### config.mk
export PLATFORM = sky130hd
export DESIGN_NAME = alu_mc_flat
export DESIGN_NICKNAME = d
export VERILOG_FILES = /design/src/rtl/alu_pkg.sv /design/src/rtl/alu_mc_if.sv /design/src/rtl/alu_muldiv_iter.sv /design/src/rtl/alu_mc.sv /design/src/flat_wrapper.sv
export SDC_FILE = /design/constraint.sdc
export NUM_CORES = 1
export LEC_CHECK = 0
export CAP_MARGIN = 40
export CORE_ASPECT_RATIO = 1.2
export CORE_MARGIN = 2
export CORE_UTILIZATION = 30
export CTS_CLUSTER_DIAMETER = 30
export DETAILED_ROUTE_END_ITERATION = 16
export GPL_TIMING_DRIVEN = 0
export HOLD_SLACK_MARGIN = 0.12
export PLACE_DENSITY = 0.55
export SYNTH_ARGS = -nofsm -noshare
export SYNTH_HDL_FRONTEND = slang
export SYNTH_SLANG_ARGS = --single-unit
### constraint.sdc
create_clock -name clk -period 9.2 [get_ports clk]
set_input_delay 2.76 -clock clk [delete_from_list [all_inputs] [get_ports clk]]
set_output_delay 2.76 -clock clk [all_outputs]
set_load 0.05 [all_outputs]
### src/rtl/alu_pkg.sv
// alu_pkg: opcode encodings and FSM state type shared by the multi-cycle ALU.
package alu_pkg;
    localparam logic [3:0] ALU_ADD  = 4'd0;
    localparam logic [3:0] ALU_SUB  = 4'd1;
    localparam logic [3:0] ALU_AND  = 4'd2;
    localparam logic [3:0] ALU_OR   = 4'd3;
    localparam logic [3:0] ALU_XOR  = 4'd4;
    localparam logic [3:0] ALU_SLT  = 4'd5;
    localparam logic [3:0] ALU_SLTU = 4'd6;
    localparam logic [3:0] ALU_SLL  = 4'd7;
    localparam logic [3:0] ALU_SRL  = 4'd8;
    localparam logic [3:0] ALU_SRA  = 4'd9;
    localparam logic [3:0] ALU_MUL  = 4'd10;
    localparam logic [3:0] ALU_DIVU = 4'd11;
    localparam logic [3:0] ALU_REMU = 4'd12;
    typedef enum logic [1:0] {IDLE = 2'd0, BUSY = 2'd1, DONE = 2'd2} state_t;
endpackage

### src/rtl/alu_mc_if.sv
// alu_mc_if: operand/result valid-ready bus between control unit (master) and ALU (slave).
interface alu_mc_if #(parameter int MAX_SIZE = 32);
    logic                in_valid;
    logic                in_ready;
    logic [MAX_SIZE-1:0] in0;
    logic [MAX_SIZE-1:0] in1;
    logic [3:0]          ALU_op;
    logic                out_valid;
    logic                out_ready;
    logic [MAX_SIZE-1:0] result;
    logic                zero_flag;
    logic                ovf_flag;
    logic                illegal_op;
    modport master (
        output in_valid, in0, in1, ALU_op, out_ready,
        input  in_ready, out_valid, result, zero_flag, ovf_flag, illegal_op
    );
    modport slave (
        input  in_valid, in0, in1, ALU_op, out_ready,
        output in_ready, out_valid, result, zero_flag, ovf_flag, illegal_op
    );
endinterface

### src/rtl/alu_muldiv_iter.sv
// alu_muldiv_iter: one-bit-per-cycle shift-add MUL and restoring DIVU/REMU.
// res is the value the final step produces, valid in the cycle done is high.
module alu_muldiv_iter
    import alu_pkg::*;
#(
    parameter int W = 32,
    localparam int CW = $clog2(W)
) (
    input  logic         clk,
    input  logic         rst_n,
    input  logic         start,
    input  logic [3:0]   op,
    input  logic [W-1:0] a,
    input  logic [W-1:0] b,
    output logic         done,
    output logic [W-1:0] res
);
    logic          active_q, active_d;
    logic [CW-1:0] cnt_q, cnt_d;
    logic [3:0]    op_q, op_d;
    logic [W-1:0]  acc_q, acc_d, q_q, q_d, b_q, b_d, acc_n, q_n, b_n;
    logic [W:0]    r_sh, r_sub;
    logic          ge;

    always_comb begin
        r_sh  = {acc_q, q_q[W-1]};
        r_sub = r_sh - {1'b0, b_q};
        ge    = r_sh >= {1'b0, b_q};
        // a zero divisor always "fits", which yields quotient all-ones and remainder = dividend
        acc_n = (op_q == ALU_MUL) ? acc_q + (q_q[0] ? b_q : '0) : (ge ? r_sub[W-1:0] : r_sh[W-1:0]);
        q_n   = (op_q == ALU_MUL) ? q_q >> 1 : {q_q[W-2:0], ge};
        b_n   = (op_q == ALU_MUL) ? b_q << 1 : b_q;
        done  = active_q && (cnt_q == CW'(W-1));
        res   = (op_q == ALU_DIVU) ? q_n : acc_n;
        active_d = start ? 1'b1 : active_q & ~done;
        cnt_d    = start ? '0 : (active_q ? cnt_q + 1'b1 : cnt_q);
        op_d     = start ? op : op_q;
        acc_d    = start ? '0 : (active_q ? acc_n : acc_q);
        q_d      = start ? a : (active_q ? q_n : q_q);
        b_d      = start ? b : (active_q ? b_n : b_q);
    end

    always_ff @(posedge clk or negedge rst_n) begin
        if (!rst_n) begin
            active_q <= 1'b0;
            cnt_q    <= '0;
            op_q     <= ALU_MUL;
            acc_q    <= '0;
            q_q      <= '0;
            b_q      <= '0;
        end else begin
            active_q <= active_d;
            cnt_q    <= cnt_d;
            op_q     <= op_d;
            acc_q    <= acc_d;
            q_q      <= q_d;
            b_q      <= b_d;
        end
    end
endmodule

### src/rtl/alu_mc.sv
// alu_mc: multi-cycle ALU with valid/ready handshake and registered result/flags.
// Define ALU_MULDIV_EN to build the iterative MUL/DIVU/REMU path; otherwise ops 10-12 are illegal.
module alu_mc
    import alu_pkg::*;
#(
    parameter int MAX_SIZE = 32,
    localparam int SH_W = $clog2(MAX_SIZE)
) (
    input logic     clk,
    input logic     rst_n,
    alu_mc_if.slave bus
);
    localparam int M = MAX_SIZE;
    state_t        state_q, state_d;
    logic          in_ready_q, in_ready_d, out_valid_q, out_valid_d;
    logic          zero_q, zero_d, ovf_q, ovf_d, ill_q, ill_d;
    logic [M-1:0]  result_q, result_d, alu_res, a, b;
    logic [SH_W-1:0] sh;
    logic          accept, alu_ovf, illegal;
`ifdef ALU_MULDIV_EN
    logic          is_md, md_done;
    logic [M-1:0]  md_res;

    alu_muldiv_iter #(.W(M)) u_iter (
        .clk   (clk),
        .rst_n (rst_n),
        .start (accept & is_md),
        .op    (bus.ALU_op),
        .a     (bus.in0),
        .b     (bus.in1),
        .done  (md_done),
        .res   (md_res)
    );
`endif

    always_comb begin
        a       = bus.in0;
        b       = bus.in1;
        sh      = b[SH_W-1:0];
        alu_res = '0;
        alu_ovf = 1'b0;
        case (bus.ALU_op)
            ALU_ADD:  begin
                alu_res = a + b;
                alu_ovf = (a[M-1] == b[M-1]) && (alu_res[M-1] != a[M-1]);
            end
            ALU_SUB:  begin
                alu_res = a - b;
                alu_ovf = (a[M-1] != b[M-1]) && (alu_res[M-1] != a[M-1]);
            end
            ALU_AND:  alu_res = a & b;
            ALU_OR:   alu_res = a | b;
            ALU_XOR:  alu_res = a ^ b;
            ALU_SLT:  alu_res = M'($signed(a) < $signed(b));
            ALU_SLTU: alu_res = M'(a < b);
            ALU_SLL:  alu_res = a << sh;
            ALU_SRL:  alu_res = a >> sh;
            ALU_SRA:  alu_res = M'($signed(a) >>> sh);
            default:  alu_res = '0;
        endcase
`ifdef ALU_MULDIV_EN
        is_md   = bus.ALU_op inside {ALU_MUL, ALU_DIVU, ALU_REMU};
        illegal = bus.ALU_op > ALU_REMU;
`else
        illegal = bus.ALU_op > ALU_SRA;
`endif
    end

    always_comb begin
        accept      = bus.in_valid & in_ready_q;
        state_d     = state_q;
        out_valid_d = out_valid_q;
        result_d    = result_q;
        ovf_d       = ovf_q;
        ill_d       = ill_q;
        case (state_q)
            IDLE: if (accept) begin
                state_d     = DONE;
                out_valid_d = 1'b1;
                result_d    = illegal ? '0 : alu_res;
                ovf_d       = ~illegal & alu_ovf;
                ill_d       = illegal;
`ifdef ALU_MULDIV_EN
                // long ops keep the previous result and flags until the iterator finishes
                if (is_md) begin
                    state_d     = BUSY;
                    out_valid_d = 1'b0;
                    result_d    = result_q;
                    ovf_d       = ovf_q;
                    ill_d       = ill_q;
                end
`endif
            end
`ifdef ALU_MULDIV_EN
            BUSY: if (md_done) begin
                state_d     = DONE;
                out_valid_d = 1'b1;
                result_d    = md_res;
                ovf_d       = 1'b0;
                ill_d       = 1'b0;
            end
`endif
            DONE: if (bus.out_ready) begin
                state_d     = IDLE;
                out_valid_d = 1'b0;
            end
            default: state_d = IDLE;
        endcase
        zero_d     = result_d == '0;
        in_ready_d = state_d == IDLE;
    end

    always_ff @(posedge clk or negedge rst_n) begin
        if (!rst_n) begin
            state_q     <= IDLE;
            in_ready_q  <= 1'b0;
            out_valid_q <= 1'b0;
            result_q    <= '0;
            zero_q      <= 1'b1;
            ovf_q       <= 1'b0;
            ill_q       <= 1'b0;
        end else begin
            state_q     <= state_d;
            in_ready_q  <= in_ready_d;
            out_valid_q <= out_valid_d;
            result_q    <= result_d;
            zero_q      <= zero_d;
            ovf_q       <= ovf_d;
            ill_q       <= ill_d;
        end
    end

    assign bus.in_ready   = in_ready_q;
    assign bus.out_valid  = out_valid_q;
    assign bus.result     = result_q;
    assign bus.zero_flag  = zero_q;
    assign bus.ovf_flag   = ovf_q;
    assign bus.illegal_op = ill_q;
endmodule

### src/flat_wrapper.sv
// flat-port wrapper written by rule: the top's interface ports become plain ports
module alu_mc_flat import alu_pkg::*;
#(
    parameter int MAX_SIZE = 32,
    localparam int SH_W = $clog2(MAX_SIZE)
)
  (clk, rst_n, bus_in_valid, bus_in0, bus_in1, bus_ALU_op, bus_out_ready, bus_in_ready, bus_out_valid, bus_result, bus_zero_flag, bus_ovf_flag, bus_illegal_op);
  alu_mc_if #(.MAX_SIZE(MAX_SIZE)) bus_i ();
  input logic clk;
  input logic rst_n;
  input wire logic [$bits(bus_i.in_valid)-1:0] bus_in_valid;
  input wire logic [$bits(bus_i.in0)-1:0] bus_in0;
  input wire logic [$bits(bus_i.in1)-1:0] bus_in1;
  input wire logic [$bits(bus_i.ALU_op)-1:0] bus_ALU_op;
  input wire logic [$bits(bus_i.out_ready)-1:0] bus_out_ready;
  output wire logic [$bits(bus_i.in_ready)-1:0] bus_in_ready;
  output wire logic [$bits(bus_i.out_valid)-1:0] bus_out_valid;
  output wire logic [$bits(bus_i.result)-1:0] bus_result;
  output wire logic [$bits(bus_i.zero_flag)-1:0] bus_zero_flag;
  output wire logic [$bits(bus_i.ovf_flag)-1:0] bus_ovf_flag;
  output wire logic [$bits(bus_i.illegal_op)-1:0] bus_illegal_op;
  assign bus_i.in_valid = bus_in_valid;
  assign bus_i.in0 = bus_in0;
  assign bus_i.in1 = bus_in1;
  assign bus_i.ALU_op = bus_ALU_op;
  assign bus_i.out_ready = bus_out_ready;
  assign bus_in_ready = bus_i.in_ready;
  assign bus_out_valid = bus_i.out_valid;
  assign bus_result = bus_i.result;
  assign bus_zero_flag = bus_i.zero_flag;
  assign bus_ovf_flag = bus_i.ovf_flag;
  assign bus_illegal_op = bus_i.illegal_op;
  alu_mc #(.MAX_SIZE(MAX_SIZE)) u_core (.clk(clk), .rst_n(rst_n), .bus(bus_i));
endmodule
== Yosys cells after proc, flatten, opt, wreduce, memory -nomap -nowiden ==
Cells that the tools add are included.

* Flip-flop bits (word level): 39
* Bits in latches: 0
* Bits in writable memories: 0
* Memory bits (read-only): 0
* Bits of input ports: 72
* Output and inout port bits: 37
* Word-level logic and storage cells: 57
* Memories: 0

* Add/subtract/negate cells: 2
* $mul: 0
* Div/mod/pow operators: 0
* $lt $le $gt $ge: 3
* Equality and inequality tests: 16
* Shift operators: 3
* Muxes and demuxes: 11
* Bitwise operators: 6
* Reduce and logical (&&, ||, !) cells: 9

{| class="wikitable"
|+ Operators by type and width
! operator !! number
|-
| 32-bit one-hot mux with 10 select lines || 1
|-
| 32-bit 2-to-1 mux || 3
|-
| 32-bit less-than comparator || 2
|-
| 32-bit adder || 1
|-
| 32-bit bitwise AND || 1
|-
| 32-bit zero test || 1
|-
| 32-bit OR || 1
|-
| 32-bit by 5-bit left shift with 32-bit output || 1
|-
| 32-bit by 5-bit right shift with 32-bit output || 1
|-
| 32-bit by 5-bit >>> shifter with 32-bit output || 1
|-
| 32-bit subtractor || 1
|-
| 32-bit bitwise XOR || 1
|-
| 4-bit by 3-bit equality test with 1-bit output (second input constant) || 4
|-
| 4-bit by 2-bit equality test with 1-bit output (second input constant) || 2
|-
| 4-bit equality test (second input constant) || 2
|-
| 4-bit by 1-bit equality test with 1-bit output (second input constant) || 1
|-
| 4-bit greater-than comparator (second input constant) || 1
|-
| 2-bit zero test || 2
|-
| 4-bit zero test || 1
|-
| 2-bit 2-to-1 mux || 2
|-
| 1-bit one-hot mux with 2 select lines || 2
|-
| 2-bit one-hot mux with 2 select lines || 1
|-
| 1-bit != test || 3
|-
| 3-bit AND reduction || 1
|-
| 10 further kinds || 13
|}

== Logic depth before layout (Yosys ltp) ==
* Depth after elaboration: 6
* Depth in mapped cells: 17
* Gate-level depth less buffers: 15

== Worst setup path before layout ==
Ideal clock, no wire load.

* Path kind: input -> register
* From: in bus_in1[1]
* To: reg u_core.zero_q (netlist: u_core.bus.zero_flag)
* Library setup time: 0.075 ns
* Arrival time: 6.813 ns
* Required time: 9.125 ns
* Setup slack: 2.312 ns
* Stages: 17
* Buffers on the path: 4
* Path through: buf_2 > clkinv_1 > buf_2 > buf_1 > buf_1 > fa_1 > nand2b_1 > a2111o_1 > a21oi_1 > or4_1 > a221oi_1 > o21ai_0 > or4_1 > or4b_1 > nor4b_2 > nand4_1 > nor3_2

* Word-level cells in the longest chain between the ends: 6
* Elaborated cells on any way between the ends: 15
* Those cells by class: add/sub: 2; order compare: 2; shift: 3; mux: 4; bitwise: 3; reduce/logical: 1

{| class="wikitable"
|+ Ends and longest elaborated chain
! what !! RTL line !! source
|-
| start, declared || flat_wrapper.sv:13 || <nowiki>input wire logic [$bits(bus_i.in1)-1:0] bus_in1;</nowiki>
|-
| 32-bit subtractor, or another cell as far along || alu_mc.sv:48 || <nowiki>alu_res = a - b;</nowiki>
|-
| 32-bit one-hot mux with 10 select lines (*) || alu_mc.sv:42 || <nowiki>case (bus.ALU_op)</nowiki>
|-
| 32-bit 2-to-1 mux (*) || alu_mc.sv:80 || <nowiki>result_d = illegal ? '0 : alu_res;</nowiki>
|-
| 32-bit 2-to-1 mux (*) || alu_mc.sv:77 || <nowiki>IDLE: if (accept) begin</nowiki>
|-
| 32-bit 2-to-1 mux (*) || alu_mc.sv:76 || <nowiki>case (state_q)</nowiki>
|-
| 32-bit zero test (*) || alu_mc.sv:109 || <nowiki>zero_d = result_d == '0;</nowiki>
|-
| via u_core.zero_d || alu_mc.sv:16 || <nowiki>logic zero_q, zero_d, ovf_q, ovf_d, ill_q, ill_d;</nowiki>
|-
| end signal, assigned || alu_mc.sv:127 || <nowiki>zero_q <= zero_d;</nowiki>
|-
| end, declared || alu_mc.sv:16 ||
|}

Mark *: on every way through the listed nets, which the timed path passes. The rest lies on a longest branch.
A chain may end at the register's enable or synchronous reset.

== Worst setup path after layout ==
* From: in bus_in1[3]
* To: reg u_core.zero_q (netlist: u_core.bus.zero_flag)

* Word-level cells in the longest chain between the ends: 6
* Elaborated cells on any way between the ends: 15
* Those cells by class: add/sub: 2; order compare: 2; shift: 3; mux: 4; bitwise: 3; reduce/logical: 1

{| class="wikitable"
|+ Ends and longest elaborated chain
! what !! RTL line !! source
|-
| 32-bit subtractor, or another cell as far along || alu_mc.sv:48 ||
|-
| 32-bit one-hot mux with 10 select lines (*) || alu_mc.sv:42 ||
|-
| 32-bit 2-to-1 mux (*) || alu_mc.sv:80 ||
|-
| 32-bit 2-to-1 mux (*) || alu_mc.sv:77 ||
|-
| 32-bit 2-to-1 mux (*) || alu_mc.sv:76 ||
|-
| via u_core.result_d[17] || alu_mc.sv:17 || <nowiki>logic [M-1:0] result_q, result_d, alu_res, a, b;</nowiki>
|-
| 32-bit zero test (*) || alu_mc.sv:109 ||
|-
| via u_core.zero_d || alu_mc.sv:16 ||
|}

Marks and branches as above.

==> impl_metrics.json <==
{
  "hold_viol": 0,
  "ir_worst_vdd_v": 0.0000684,
  "final.fill_count": 4121,
  "worstPathCellList": "clkdlybuf4s50_1, clkbuf_1, clkinvlp_4, clkbuf_1, buf_1, ha_1, clkbuf_2, o211ai_1, o21ai_1, nand3_1, nand2_1, mux2i_2, nand4_1, or4_1, or4b_1, nor4b_2, nand4_1, nor3_2",
  "worstSkewPairLatency_ps": 290,
  "drive_gt1_share_pct": 11.4,
  "seq_area_um2": 977,
  "r2r-end": "u_core.bus.zero_flag$_DFF_PN1_",
  "grt_use_total_pct": 41.4,
  "rsz0062_at_grt": "false",
  "status": "finished with violations",
  "intPower_uw": 628,
  "cts_root_buf": "clkbuf_16",
  "h-tree-depth": 2,
  "grt_max_degree": 37,
  "netlist_area_mm2": 0.0115,
  "fin_crit_sh_pct": 100,
  "ys_warn_count": 0,
  "yosysTopAreaCell": "ha_1",
  "final_cell_area_mm2": 0.0137,
  "p_comb_share_pct": 72.2,
  "power_frac_seq_pct": 15.9,
  "core_area_mm2": 0.0379,
  "drv_slew": 0,
  "drt_first_pass_iters": 8,
  "final_nets": 1900,
  "cts_buffers": 5,
  "cts_tree": "yes",
  "r2r-start": "u_core.state_q[1]$_DFF_PN0_",
  "synthDominantCellAreaShare_pct": 10.5,
  "dieArea_mm2": 0.0401,
  "total_power_uw": 1430,
  "ys_top_cells_by_count": "158 x nor2_1, 137 x nand2_1, 113 x a21oi_1",
  "post-route-min-period_ps": 9220,
  "p_sw_share_pct": 56.2,
  "initialDrtViolationCount": 1759,
  "clk_pin_slew_ps": 60,
  "multi_input_area_mm2": 0.00968,
  "placed_cells": 2202,
  "min_path_type": "flip-flop to flip-flop",
  "dieWidth_um": 183,
  "slowest_delay_ps": 590,
  "async_flop_share_pct": 100,
  "synth_cell_types": 98,
  "vias": 15100,
  "dpl.hpwl_um": 70800,
  "cp.arrival_ps": 9410,
  "critPathLaunchType": "input pin",
  "ios": 109,
  "grt_pass1_vias": 14800,
  "cp-end-kind": "flip-flop",
  "critPathMaxFanout": 11,
  "drt.antenna.violating_nets": 0,
  "final.setup_skew_ps": 4.97,
  "r2r_setup_slack_ps": 4430,
  "violations": "setup timing",
  "max_freq_mhz": 108,
  "area_growth_pct": 18.9,
  "place_area_mm2": 0.0135,
  "holdPathStages": 2,
  "syn_nets": 1758,
  "cts_setup_buffers": 0,
  "syn_inst": 1587,
  "p_leak_uw": 0.00546,
  "dp_slack_ps": -600,
  "ys_top_cells_by_area": "ha_1 11%, dfrtp_1 8.2%, mux4_2 7.6%",
  "antenna_found_initial": 3,
  "setup_viol": 1,
  "reg2regPathDepth": 13,
  "numPortBuffers": 105,
  "gr-total-overflow": 0,
  "cp-endpoint": "u_core.bus.zero_flag$_DFF_PN1_",
  "drc": 0,
  "start_util_pct": 30.5,
  "cp_data_required_time_ps": 9390,
  "gp_congestion": 1.02,
  "p_per_area_mw_per_mm2": 104,
  "slew_headroom_pct": 26.5,
  "post_drt_wl_per_cell_um": 38.3,
  "ys_ff_latch": 39,
  "p_clk_share_pct": 11.9,
  "avgSynthCellArea_um2": 7.27,
  "clockBufferDepth": 2,
  "power.switching_uw": 805,
  "setup_slack_ps": -19.8,
  "synth_edf_count": 0,
  "synth_most_common_cell": "nor2_1",
  "critPathKind": "input pin to flip-flop",
  "clock-sinks": 39,
  "wl_um": 84700,
  "grt_pass1_wl_um": 116000,
  "die_y_um": 219,
  "cp-startpoint": "bus_in1[3]",
  "rows": 78,
  "cpMaxStageDelayCell": "or4_1",
  "synthFlopType": "dfrtp_1",
  "yosysSeqAreaShare_pct": 8.47,
  "cap_violations": 0,
  "viasPerCell": 6.83,
  "worstMarginPinSlew_ps": 1080,
  "final_cells": 2211
}
-- power groups by stage --
stage               sequential, µW  combinational, µW  clock (µW)
detailed placement             229                994           0
global route                   230               1070         181
global placement               228                988           0
CTS                            226                998         173
finish                         227               1030         171
floorplan                      319                475           0
-- repair_timing --
item	in CTS	in global routing
gates resized for setup	2	6
hold buffers	0	0
endpoints found under the setup margin	1	1
-- layout by cell type, fill, tap and decap left out, types with 13 or more instances in the layout --
cell / instances
nor3_1: 36
o22ai_1: 29
inv_1: 97
ha_1: 97
a221oi_1: 13
buf_1: 14
and2_1: 13
dfrtp_1: 38
nand2_1: 137
o211ai_1: 42
o221ai_1: 13
nor2b_1: 13
nand3_1: 36
o31ai_1: 24
nor4_1: 16
nand4_1: 21
a211oi_1: 42
buf_2: 40
nand2b_1: 20
mux4_2: 39
a211o_1: 13
clkbuf_1: 75
a31oi_1: 20
clkdlybuf4s50_1: 104
mux2_2: 25
buf_6: 17
a21oi_1: 112
nor2_1: 158
o21ai_0: 85
mux2i_1: 59
-- worst max-delay path, delay by kind of cell --
family	cells	cell delay (ps)
AOI/OAI and AO/OA	2	640
and+or+nand+nor	8	2640
buffers and inverters	6	2400
adders and majority gates	1	440
muxes	1	530
-- worst min path at each step --
| stage | start | end | slack [ps] |
|---|---|---|---|
| finish | u_core.bus.illegal_op$_DFFE_PN0P_ | u_core.bus.illegal_op$_DFFE_PN0P_ | 480 |
| global route | u_core.bus.ovf_flag$_DFFE_PN0P_ | u_core.bus.ovf_flag$_DFFE_PN0P_ | 500 |
| CTS | u_core.bus.ovf_flag$_DFFE_PN0P_ | u_core.bus.ovf_flag$_DFFE_PN0P_ | 490 |
| detailed placement | u_core.bus.ovf_flag$_DFFE_PN0P_ | u_core.bus.ovf_flag$_DFFE_PN0P_ | 470 |
| global placement | u_core.bus.illegal_op$_DFFE_PN0P_ | u_core.bus.illegal_op$_DFFE_PN0P_ | 460 |
| floorplan | u_core.state_q[1]$_DFF_PN0_ | u_core.bus.in_ready$_DFF_PN0_ | 570 |
-- routing by layer --
metal / vias up / global-route usage (%) / wire length [µm]
li1: 6328 / - / -
met1: 7406 / 45.4 / 29900
met2: 1017 / 70.4 / 39300
met3: 347 / 7.67 / 6990
met4: 4 / 32.7 / 8500
met5: - / 0 / 24
-- flip-flops by register name, summed over array words and instances, names as in the netlist --
register               count
u_core.bus.illegal_op      1
u_core.bus.in_ready        1
u_core.bus.out_valid       1
u_core.bus.ovf_flag        1
u_core.bus.result         32
u_core.bus.zero_flag       1
u_core.state_q             2
-- cell type report --
cell class,instances,share of cell area [%]
repair buffers,135,9.85
clock inverters,2,0.0912
inverters,102,2.82
flip-flops and latches,39,7.12
plain buffers,131,4.28
diodes,1,0.0182
well taps,480,4.38
clock buffers,6,0.939
multi-input cells,1315,70.5
-- logic make-up (layout without fill, tap and decap cells) --
logic type | after synthesis | after routing | share of synthesized area (%)
other | 1 | 2 | 0.0325
AO/OA/AOI/OAI | 563 | 563 | 34.0
multiplexers | 129 | 129 | 15.8
XOR/XNOR | 12 | 12 | 0.910
adder cells (fa/ha/maj) | 99 | 99 | 10.9
AND/OR/NAND/NOR | 511 | 511 | 21.5
buffers and inverters | 233 | 376 | 8.40
flip-flops | 39 | 39 | 8.47
-- through the flow --
step | hold WS [ps] | util, % | TNS (ps)
after floorplan | 565 | - | 0
after global placement | 462 | 34.8 | -3220
after detailed placement | 474 | 35.7 | -600
after CTS | 487 | 36.1 | 0
after global routing | 496 | 36.2 | 0
final | 481 | 36.2 | -19.8
Note: power is estimated with default switching activity, not from simulation.
